$ cat src/rtl/aes_dec_sched.sv
// aes_dec_sched: two-requester job scheduler in front of an AES-128 inverse
// cipher core. Jobs are granted round-robin, the key is loaded into the core
// and given KEY_WAIT cycles to expand, then the ciphertext is loaded and the
// plaintext is returned on the rsp_* handshake.
//
// Optional feature: define AES_DEC_KEY_CACHE_EN to remember the last key loaded
// into the core. A job with the same key then skips the key load and wait.
// Without the macro every job reloads its key.
//
// state | meaning
// IDLE  | no job in flight, round-robin arbitration between req0 and req1
// KLOAD | one-cycle core_kld strobe, core starts its key expansion
// KWAIT | KEY_WAIT cycles for the key expansion to finish
// LOAD  | one-cycle core_ld strobe, ciphertext handed to the core
// RUN   | waiting for core_done, plaintext captured on that cycle
// RESP  | plaintext offered on rsp_*, held until rsp_ready
module aes_dec_sched #(
    parameter int unsigned KEY_WAIT = 14
) (
    input  logic         clk,
    input  logic         rst,

    input  logic         req0_valid,
    output logic         req0_ready,
    input  logic [127:0] req0_key,
    input  logic [127:0] req0_text,

    input  logic         req1_valid,
    output logic         req1_ready,
    input  logic [127:0] req1_key,
    input  logic [127:0] req1_text,

    output logic         rsp_valid,
    input  logic         rsp_ready,
    output logic         rsp_id,
    output logic [127:0] rsp_text,

    output logic         core_kld,
    output logic         core_ld,
    output logic [127:0] core_key,
    output logic [127:0] core_text_in,
    input  logic         core_done,
    input  logic [127:0] core_text_out,

    output logic         busy
);

    // Down-counter preload: KWAIT ends on the cycle the counter reads zero,
    // so loading KEY_WAIT-1 gives exactly KEY_WAIT cycles in KWAIT.
    localparam logic [7:0] WAIT_LOAD = 8'(KEY_WAIT - 1);

    typedef enum logic [2:0] {
        IDLE  = 3'd0,
        KLOAD = 3'd1,
        KWAIT = 3'd2,
        LOAD  = 3'd3,
        RUN   = 3'd4,
        RESP  = 3'd5
    } state_t;

    state_t         state;
    logic [7:0]     wait_cnt;
    logic           last_served;
    logic [127:0]   key_q;
    logic [127:0]   text_q;

    logic           grant1;
    logic           take;
    logic [127:0]   sel_key;
    logic [127:0]   sel_text;
    logic           key_hit;

    // The core sees the captured job registers directly; they only change on a handshake.
    assign core_key     = key_q;
    assign core_text_in = text_q;

    // Round-robin grant and request selection while idle
    always_comb begin
        grant1     = req1_valid && (!req0_valid || !last_served);
        take       = (state == IDLE) && (req0_valid || req1_valid);
        req0_ready = (state == IDLE) && req0_valid && !grant1;
        req1_ready = (state == IDLE) && grant1;
        sel_key    = grant1 ? req1_key  : req0_key;
        sel_text   = grant1 ? req1_text : req0_text;
    end

`ifdef AES_DEC_KEY_CACHE_EN
    logic [127:0] cache_key;
    logic         cache_vld;

    // Remember the key most recently expanded by the core
    always_ff @(posedge clk) begin
        if (rst) begin
            cache_key <= '0;
            cache_vld <= 1'b0;
        end else if (state == KLOAD) begin
            cache_key <= key_q;
            cache_vld <= 1'b1;
        end
    end

    assign key_hit = cache_vld && (sel_key == cache_key);
`else
    assign key_hit = 1'b0;
`endif

    // Job sequencing FSM with registered strobes and response outputs
    always_ff @(posedge clk) begin
        if (rst) begin
            state       <= IDLE;
            wait_cnt    <= 8'd0;
            last_served <= 1'b1;
            key_q       <= '0;
            text_q      <= '0;
            rsp_valid   <= 1'b0;
            rsp_id      <= 1'b0;
            rsp_text    <= '0;
            core_kld    <= 1'b0;
            core_ld     <= 1'b0;
            busy        <= 1'b0;
        end else begin
            core_kld <= 1'b0;
            core_ld  <= 1'b0;
            case (state)
                IDLE: begin
                    if (take) begin
                        key_q       <= sel_key;
                        text_q      <= sel_text;
                        last_served <= grant1;
                        busy        <= 1'b1;
                        if (key_hit) begin
                            state   <= LOAD;
                            core_ld <= 1'b1;
                        end else begin
                            state    <= KLOAD;
                            core_kld <= 1'b1;
                        end
                    end
                end
                KLOAD: begin
                    state    <= KWAIT;
                    wait_cnt <= WAIT_LOAD;
                end
                KWAIT: begin
                    if (wait_cnt == 8'd0) begin
                        state   <= LOAD;
                        core_ld <= 1'b1;
                    end else begin
                        wait_cnt <= wait_cnt - 8'd1;
                    end
                end
                LOAD: begin
                    state <= RUN;
                end
                RUN: begin
                    if (core_done) begin
                        state     <= RESP;
                        rsp_text  <= core_text_out;
                        rsp_id    <= last_served;
                        rsp_valid <= 1'b1;
                    end
                end
                RESP: begin
                    if (rsp_ready) begin
                        state     <= IDLE;
                        rsp_valid <= 1'b0;
                        busy      <= 1'b0;
                    end
                end
                default: begin
                    state     <= IDLE;
                    rsp_valid <= 1'b0;
                    busy      <= 1'b0;
                end
            endcase
        end
    end

endmodule
$ cat config.mk
export PLATFORM = sky130hd
export DESIGN_NAME = aes_dec_sched
export DESIGN_NICKNAME = d
export VERILOG_FILES = /design/src/rtl/aes_dec_sched.sv
export SDC_FILE = /design/constraint.sdc
export NUM_CORES = 1
export LEC_CHECK = 0
export BUFFER_PORTS_ARGS = -buffer_cell sky130_fd_sc_hd__buf_2
export CORE_AREA = 2 2 400 402
export CTS_BUF_LIST = sky130_fd_sc_hd__clkbuf_2 sky130_fd_sc_hd__clkbuf_4 sky130_fd_sc_hd__clkbuf_8
export CTS_CLUSTER_SIZE = 14
export DETAILED_ROUTE_END_ITERATION = 10
export DIE_AREA = 0 0 402 404
export PLACE_DENSITY = 0.3
export SLEW_MARGIN = 20
export SYNTH_ARGS = -nofsm -noshare
export SYNTH_HDL_FRONTEND = slang
export SYNTH_SLANG_ARGS = --single-unit
export TNS_END_PERCENT = 50
$ cat constraint.sdc
create_clock -name clk -period 1.9 [get_ports clk]
set_clock_uncertainty 0.05 [all_clocks]
set_input_delay 0.095 -clock clk [delete_from_list [all_inputs] [get_ports clk]]
set_output_delay 0.095 -clock clk [all_outputs]
set_load 0.02 [all_outputs]
==> flow_summary.toml, run 1 <==
[outcome]
status = "aborted with a tool error"
stop_stage = "clock tree synthesis"
stop_error = "[ERROR RSZ-0060] Max buffer count reached."

[yosys]
syn_area_per_cell_um2 = 7.822
ys_ff_latch = 401
synth-edff-count = 0
ys_async_sr_fraction_pct = 0
ys_warn_count = 0
synth_flop_cell = "dfxtp_1"
synth_nets = 2722
ys_seq_area_share_pct = 49.48
syn_area_mm2 = 0.01622
ys_types = 40
syn_inst = 2074

[clocking]
clockBufferDepth = 3
cts_buffers = 88
htreeDepth = 3
postCtsSetupBuffers = 1
root_buffer = "clkbuf_8"
cts.sinks = 401
ctsHoldBuffers = 1054
cts_resized = 12

[placement]
hpwl_um = 80860
portBuffers = 1036
dp.cells = 5112
place.gp.congestion = 0.8519

[floorplan]
die_w_um = 402
io_pins = 1037
row_count = 146
start_util_pct = 10.28
die_h_um = 404
[per-stage QoR]
stage	utilization, %	setup WS, ps	area (um2)
3_5_place_dp	15.43	95.85	24360
3_3_place_gp	15.43	76.46	24360
2_1_floorplan	-	189.6	16220
[kinds of logic after synthesis]
group	after synthesis	synth area share [%]
compound gates	407	18.72
xor+xnor	2	0.1080
fa+ha+maj	2	0.1542
buf+inv	191	6.124
flops	401	49.48
mux	1	0.09252
simple gates	1070	25.32
[Yosys cell counts (2+ instances only)]
| cell | count | area [um2] |
|---|---|---|
| nor2_1 | 269 | 1010 |
| a211oi_1 | 4 | 30.03 |
| inv_1 | 2 | 7.510 |
| buf_1 | 5 | 18.77 |
| dfxtp_1 | 401 | 8028 |
| a21oi_1 | 136 | 680.7 |
| or3b_2 | 2 | 17.52 |
| nand2b_1 | 3 | 18.77 |
| buf_2 | 62 | 310.3 |
| a21o_1 | 2 | 15.01 |
| buf_8 | 2 | 30.03 |
| and3_1 | 2 | 12.51 |
| nor2b_1 | 3 | 18.77 |
| clkbuf_1 | 96 | 360.4 |
| nor3_1 | 3 | 15.01 |
| ha_1 | 2 | 25.02 |
| a311oi_1 | 257 | 2251 |
| o21ai_0 | 3 | 15.01 |
| nand2_1 | 777 | 2917 |
| buf_6 | 23 | 259.0 |
==> run 2, diff against run 1 <==
==> config.mk (replaced) <==
export PLATFORM = sky130hd
export DESIGN_NAME = aes_dec_sched
export DESIGN_NICKNAME = d
export VERILOG_FILES = /design/src/rtl/aes_dec_sched.sv
export SDC_FILE = /design/constraint.sdc
export NUM_CORES = 1
export LEC_CHECK = 0
export BUFFER_PORTS_ARGS = -buffer_cell sky130_fd_sc_hd__buf_2
export CORE_AREA = 2 2 410 412
export DETAILED_ROUTE_END_ITERATION = 10
export DIE_AREA = 0 0 412 414
export PLACE_DENSITY_LB_ADDON = 0.15
export SLEW_MARGIN = 20
export SYNTH_ARGS = -nofsm -noshare
export SYNTH_HDL_FRONTEND = slang
export SYNTH_SLANG_ARGS = --single-unit
export TNS_END_PERCENT = 50
==> run 2 against run 1 <==
  * The run now ends clean
  * Synthesized cell count did not move
  * Area after synthesis did not move
==> flow_summary.toml, run 2 <==
[yosys]
synthTopCellsByCount = "nand2_1, dfxtp_1, nor2_1"
ys_seq_area_share_pct = 49.48
syn_area_per_cell_um2 = 7.822
ys_ff_latch = 401
synth_nets = 2722
synth_flop_cell = "dfxtp_1"
yosysTopAreaCell = "dfxtp_1"
yosysMostFrequentCell = "nand2_1"
synth_area_leaders = "dfxtp_1, nand2_1, a311oi_1"
syn_inst = 2074
syn_area_mm2 = 0.01622
synth-edff-count = 0
ys_types = 40
ys_warn_count = 0
ys_async_sr_fraction_pct = 0
synth_top_area_share_pct = 49.48

[power]
p_per_area_mw_per_mm2 = 989.1
p_leak_nw = 14.64
ir_worst_vdd_mv = 0.7236

[sta]
slew_headroom_pct = 64.36
fin_crit_sh_pct = 94.76
setup_violations = 0
drv_slew = 0
worst_slew_pin_slew_ps = 532.6
setup_slack_ps = 99.48
timing.hold.ws_ps = 188.7
rsz0062_at_grt = "true"
timing.fmax_mhz = 555.4
fin_crit_ps = 1801
finalHoldViolCount = 0

[route]
vias = 21283
detail-route-antenna-nets = 0
drc = 0
wl_per_cell_um = 18.07
drt_pass1_iterations = 5
drtIter0Drc = 841
routed_via_density = 3.540
wl_um = 108600

[cells_and_area]
final_cell_mix = "buf_2, nand2_1, dlygate4sd3_1, dfxtp_1, nor2_1"
drive_gt1_share_pct = 33.43
syn2layout_area_growth_pct = 104.4
fin_cells = 6012
final_nets = 4399
final_util_pct = 19.94
final_common_cell = "buf_2"

[floorplan]
start_util_pct = 9.756
row_count = 150
die_w_um = 412
core_mm2 = 0.1663
io_pins = 1037
die_h_um = 414
die_area_mm2 = 0.1706

[worst_hold_path]
hold_end = "rsp_text[55]"
hp-start = "core_text_out[55]"
whs_path_depth = 4
worstHoldPathType = "in -> reg"

[global_route]
grt.total_usage_pct = 12.03
grt_max_degree = 79
overflow = 0
antenna_found_initial = 15
grt_pass1_wl_um = 153000
grt_pass1_vias = 22378

[setup_path]
crit_slowest_cell = "or3b_2"
r2r_slack_ps = 100
startpoint = "wait_cnt[0]"
startpoint_type = "register"
end_kind = "register"
worstSetupPathType = "reg -> reg"
r2r-end = "wait_cnt[1]"
r2r_cells = 6
required_ps = 2430
rr_startpoint = "wait_cnt[0]"
crit_path_max_incr_delay_ps = 510
arrival_ps = 2330
path_cells = "inv_1, ha_1, or3b_2, o21a_2, mux2_4, nor2_1"
crit_fanout = 5

[clocking]
clk_latency_ps = 640
clockBufferDepth = 3
cts_buffers = 57
cts.sinks = 401
htreeDepth = 2
path_clk_slew_ps = 60
cts_tree = "yes"
root_buffer = "clkbuf_16"

[outcome]
status = "complete, no violations"

[placement]
dp.cells = 5242
place.gp.congestion = 0.8127
hpwl_um = 82510
dp_slack_ps = 95.24
portBuffers = 1036

[job]
maxCapViolCount = 0
## run 2: cell counts after synthesis
Identical to the previous run, type by type.
## run 2: worst max-delay path by stage
| stage | to | depth (start not counted) |
|---|---|---|
| floorplan | wait_cnt[1] | 6 |
| global placement | wait_cnt[1] | 6 |
| detailed placement | core_text_in[78] | 6 |
| CTS | req1_ready | 4 |
| global route | core_key[122] | 6 |
| finish | wait_cnt[1] | 6 |
## run 2: critical path: cells and delay by family, from the launching register on
kind                     cells  cell delay [ps]
AO/OA/AOI/OAI                1              270
AND/OR/NAND/NOR              2              580
multiplexers                 1              300
flip-flops                   1              320
adder cells (fa/ha/maj)      1              150
buffers and inverters        1               80
## run 2: where the power goes
part           switching, W  internal [W]
logic               0.00649       0.00436
registers          0.000787       0.00979
clock network       0.00461       0.00676
## run 2: repair_timing
| action | CTS | global route |
|---|---|---|
| gates resized for setup | 6 | 7 |
| gates cloned | 0 | 2 |
| endpoints found under the setup margin | 2 | 55 |
| pin swaps | 2 | 1 |
| setup buffers | 1 | 0 |
| hold buffers | 652 | 0 |
| hold endpoints to repair | 396 | 0 |
## run 2: logic make-up after synthesis
kind of cell	share of synthesized area [%]
flops	49.48
compound gates	18.72
mux	0.09252
simple gates	25.32
fa+ha+maj	0.1542
buf+inv	6.124
xor+xnor	0.1080
## run 2: final cells by class
class / instances / area, um2
clock inverter: 18 / 197.7
antenna: 9 / 22.52
timing repair buffer: 1807 / 13140
fill: 19031 / 133100
sequential: 401 / 8030
tap: 2204 / 2758
clock buffer: 89 / 1767
multi-input combinational: 1482 / 7243
inverter: 2 / 7.507
## run 2: per-layer routing
metal | routed length, um | part of all wire (%) | global-route usage [%] | vias up
li1 | - | - | - | 10476
met1 | 43830 | 40 | 13.69 | 9968
met2 | 54050 | 50 | 21.42 | 674
met3 | 6978 | 6.4 | 3.145 | 157
met4 | 3701 | 3.4 | 4.305 | 8
met5 | 56 | 0.052 | 0 | -
## run 2: stage by stage
step / power, W / instance area (um2) / TNS, ps
after floorplan: 0.01611 / 16220 / 0
after global placement: 0.02048 / 24550 / 0
after detailed placement: 0.02044 / 24550 / 0
after CTS: 0.03343 / 33050 / 0
after global routing: 0.03477 / 33150 / -28.47
final: 0.03280 / 33160 / 0
Power figures use the tool's default switching activity.
==> run 3, diff against run 2 <==
--- a/config.mk
+++ b/config.mk
@@ -9,6 +9,7 @@
 export CORE_AREA = 2 2 410 412
 export DETAILED_ROUTE_END_ITERATION = 10
 export DIE_AREA = 0 0 412 414
+export GPL_ROUTABILITY_DRIVEN = 0
 export PLACE_DENSITY_LB_ADDON = 0.15
 export SLEW_MARGIN = 20
 export SYNTH_ARGS = -nofsm -noshare
==> constraint.sdc (replaced) <==
create_clock -name clk -period 2.3 [get_ports clk]
set_clock_uncertainty 0.05 [all_clocks]
set_input_delay 0.115 -clock clk [delete_from_list [all_inputs] [get_ports clk]]
set_output_delay 0.115 -clock clk [all_outputs]
set_load 0.02 [all_outputs]
==> run 3 against run 2 <==
  * Via count is 1.2% lower
  * Core utilization is 0.35 points lower
  * Combinational power is 21% lower
  * Count of clock-buffer cells in the layout is 6 lower
  * Worst setup slack better by 62 ps
  * Cell area is 1.8% lower
  * Cell count is 0.96% lower
==> flow_summary.toml, run 3 (same netlist as run 2, synthesis figures left out) <==
[sta]
setup_slack_ps = 161.6
fin_crit_sh_pct = 92.97
setup_violations = 0
slew_headroom_pct = 63.10
fin_setup_tns_ps = 0
timing.fmax_mhz = 467.6
worst_slew_pin_slew_ps = 552.2
finalHoldViolCount = 0
drv_slew = 0
fin_crit_ps = 2138

[route]
drc = 0
drt_pass1_iterations = 5
vias = 21021
detail-route-antenna-nets = 0
wl_per_cell_um = 18.03
routed_via_density = 3.531
drtIter0Drc = 848
wl_um = 107400

[worst_hold_path]
worstHoldPathType = "in -> reg"
whs_path_depth = 4
hp-start = "core_text_out[38]"
hold_end = "rsp_text[38]"

[placement]
dp_slack_ps = 311.9
portBuffers = 1036
place_area_mm2 = 0.02420
hpwl_um = 81180

[clocking]
cts_buffers = 56
cts.sinks = 401
clockBufferDepth = 3
root_buffer = "clkbuf_16"
clk_latency_ps = 640
htreeDepth = 2
path_clk_slew_ps = 60
cts_tree = "yes"

[floorplan]
core_mm2 = 0.1663
row_count = 150
io_pins = 1037
die_h_um = 414
die_w_um = 412
die_area_mm2 = 0.1706
start_util_pct = 9.756

[job]
maxCapViolCount = 0

[power]
clkPwrFrac_pct = 33.7
p_per_area_mw_per_mm2 = 806.6
p_leak_nw = 14.31
ir_worst_vdd_mv = 0.5600
power_frac_comb_pct = 32.9
finalPower_w = 0.02627
internal_power_w = 0.01666
p_sw_w = 0.009614
switching_share_pct = 36.59
power_frac_seq_pct = 33.4

[global_route]
grt_max_degree = 89
grt.total_usage_pct = 11.84
antenna_found_initial = 14
grt_pass1_wl_um = 151000
overflow = 0
grt_pass1_vias = 22094

[setup_path]
r2r-end = "core_key[115]"
worstSetupPathType = "reg -> reg"
required_ps = 2850
r2r_slack_ps = 160
r2r_cells = 7
startpoint_type = "register"
rr_startpoint = "last_served"
end_kind = "register"
crit_fanout = 37
arrival_ps = 2690

[outcome]
status = "complete, no violations"

[cells_and_area]
drive_gt1_share_pct = 32.26
final_nets = 4352
stdcell_area_mm2 = 0.03257
final_util_pct = 19.59
final_common_cell = "buf_2"
syn2layout_area_growth_pct = 100.8
final_cell_mix = "buf_2, nand2_1, dlygate4sd3_1, dfxtp_1, nor2_1"
## run 3: changes by cell type in the layout (fill, tap and decap cells not counted), moves of 5 or more
cell	change
buf_4	-38
clkbuf_8	-10
clkinv_2	-6
clkbuf_1	+5
dlygate4sd3_1	-5
## run 3: area by class of cell
cell class | count | area (um2)
Clock buffer | 83 | 1623
Fill cell | 19082 | 133700
Inverter | 2 | 7.507
Sequential cell | 401 | 8028
Antenna cell | 9 | 22.52
Clock inverter | 12 | 172.7
Timing Repair Buffer | 1761 | 12720
Tap cell | 2204 | 2758
Multi-Input combinational cell | 1482 | 7236
## run 3: metal layers
layer  share of wire, %  track usage (%)
met1                 41            13.72
met5              0.010                0
met2                 51            21.71
met4                2.2            3.000
met3                5.5            2.595
## run 3: what timing repair did
item,in CTS,in global routing
setup endpoints to repair,0,4
buffers inserted,0,3
endpoints found under the hold margin,397,0
gates resized for setup,0,6
hold buffers,647,0
## run 3: how the worst max path moves through the flow
stage / start / end / slack (ps) / depth (start not counted)
6_report: last_served / core_key[115] / 160 / 7
2_1_floorplan: wait_cnt[0] / wait_cnt[1] / 590 / 6
3_5_place_dp: state[2] / core_key[116] / 310 / 6
4_1_cts: state[2] / core_key[115] / 20 / 6
3_3_place_gp: state[2] / core_key[112] / 370 / 6
5_1_grt: last_served / core_key[115] / -3 / 7
## run 3: per-stage QoR
stage	hold slack, ps	std cells
floorplan	201.0	2074
global placement	306.3	5199
detailed placement	311.5	5199
CTS	126.4	5941
global route	174.3	5952
finish	207.5	5954
## run 3: power groups by stage
stage               clock network [W]  logic, W  registers (W)
floorplan                           0   0.00320         0.0101
global placement                    0   0.00779        0.00894
detailed placement                  0   0.00777        0.00893
CTS                           0.00931   0.00877        0.00880
global route                  0.00950   0.00943        0.00892
finish                        0.00885   0.00864        0.00878
## run 3: critical path, stage by stage, from the launching register on
cell	delay [ps]
dfxtp_1	340
nand2_1	120
nand2_4	190
buf_16	290
buf_6	170
nand2_1	60
a311oi_1	250
dlygate4sd3_1	580
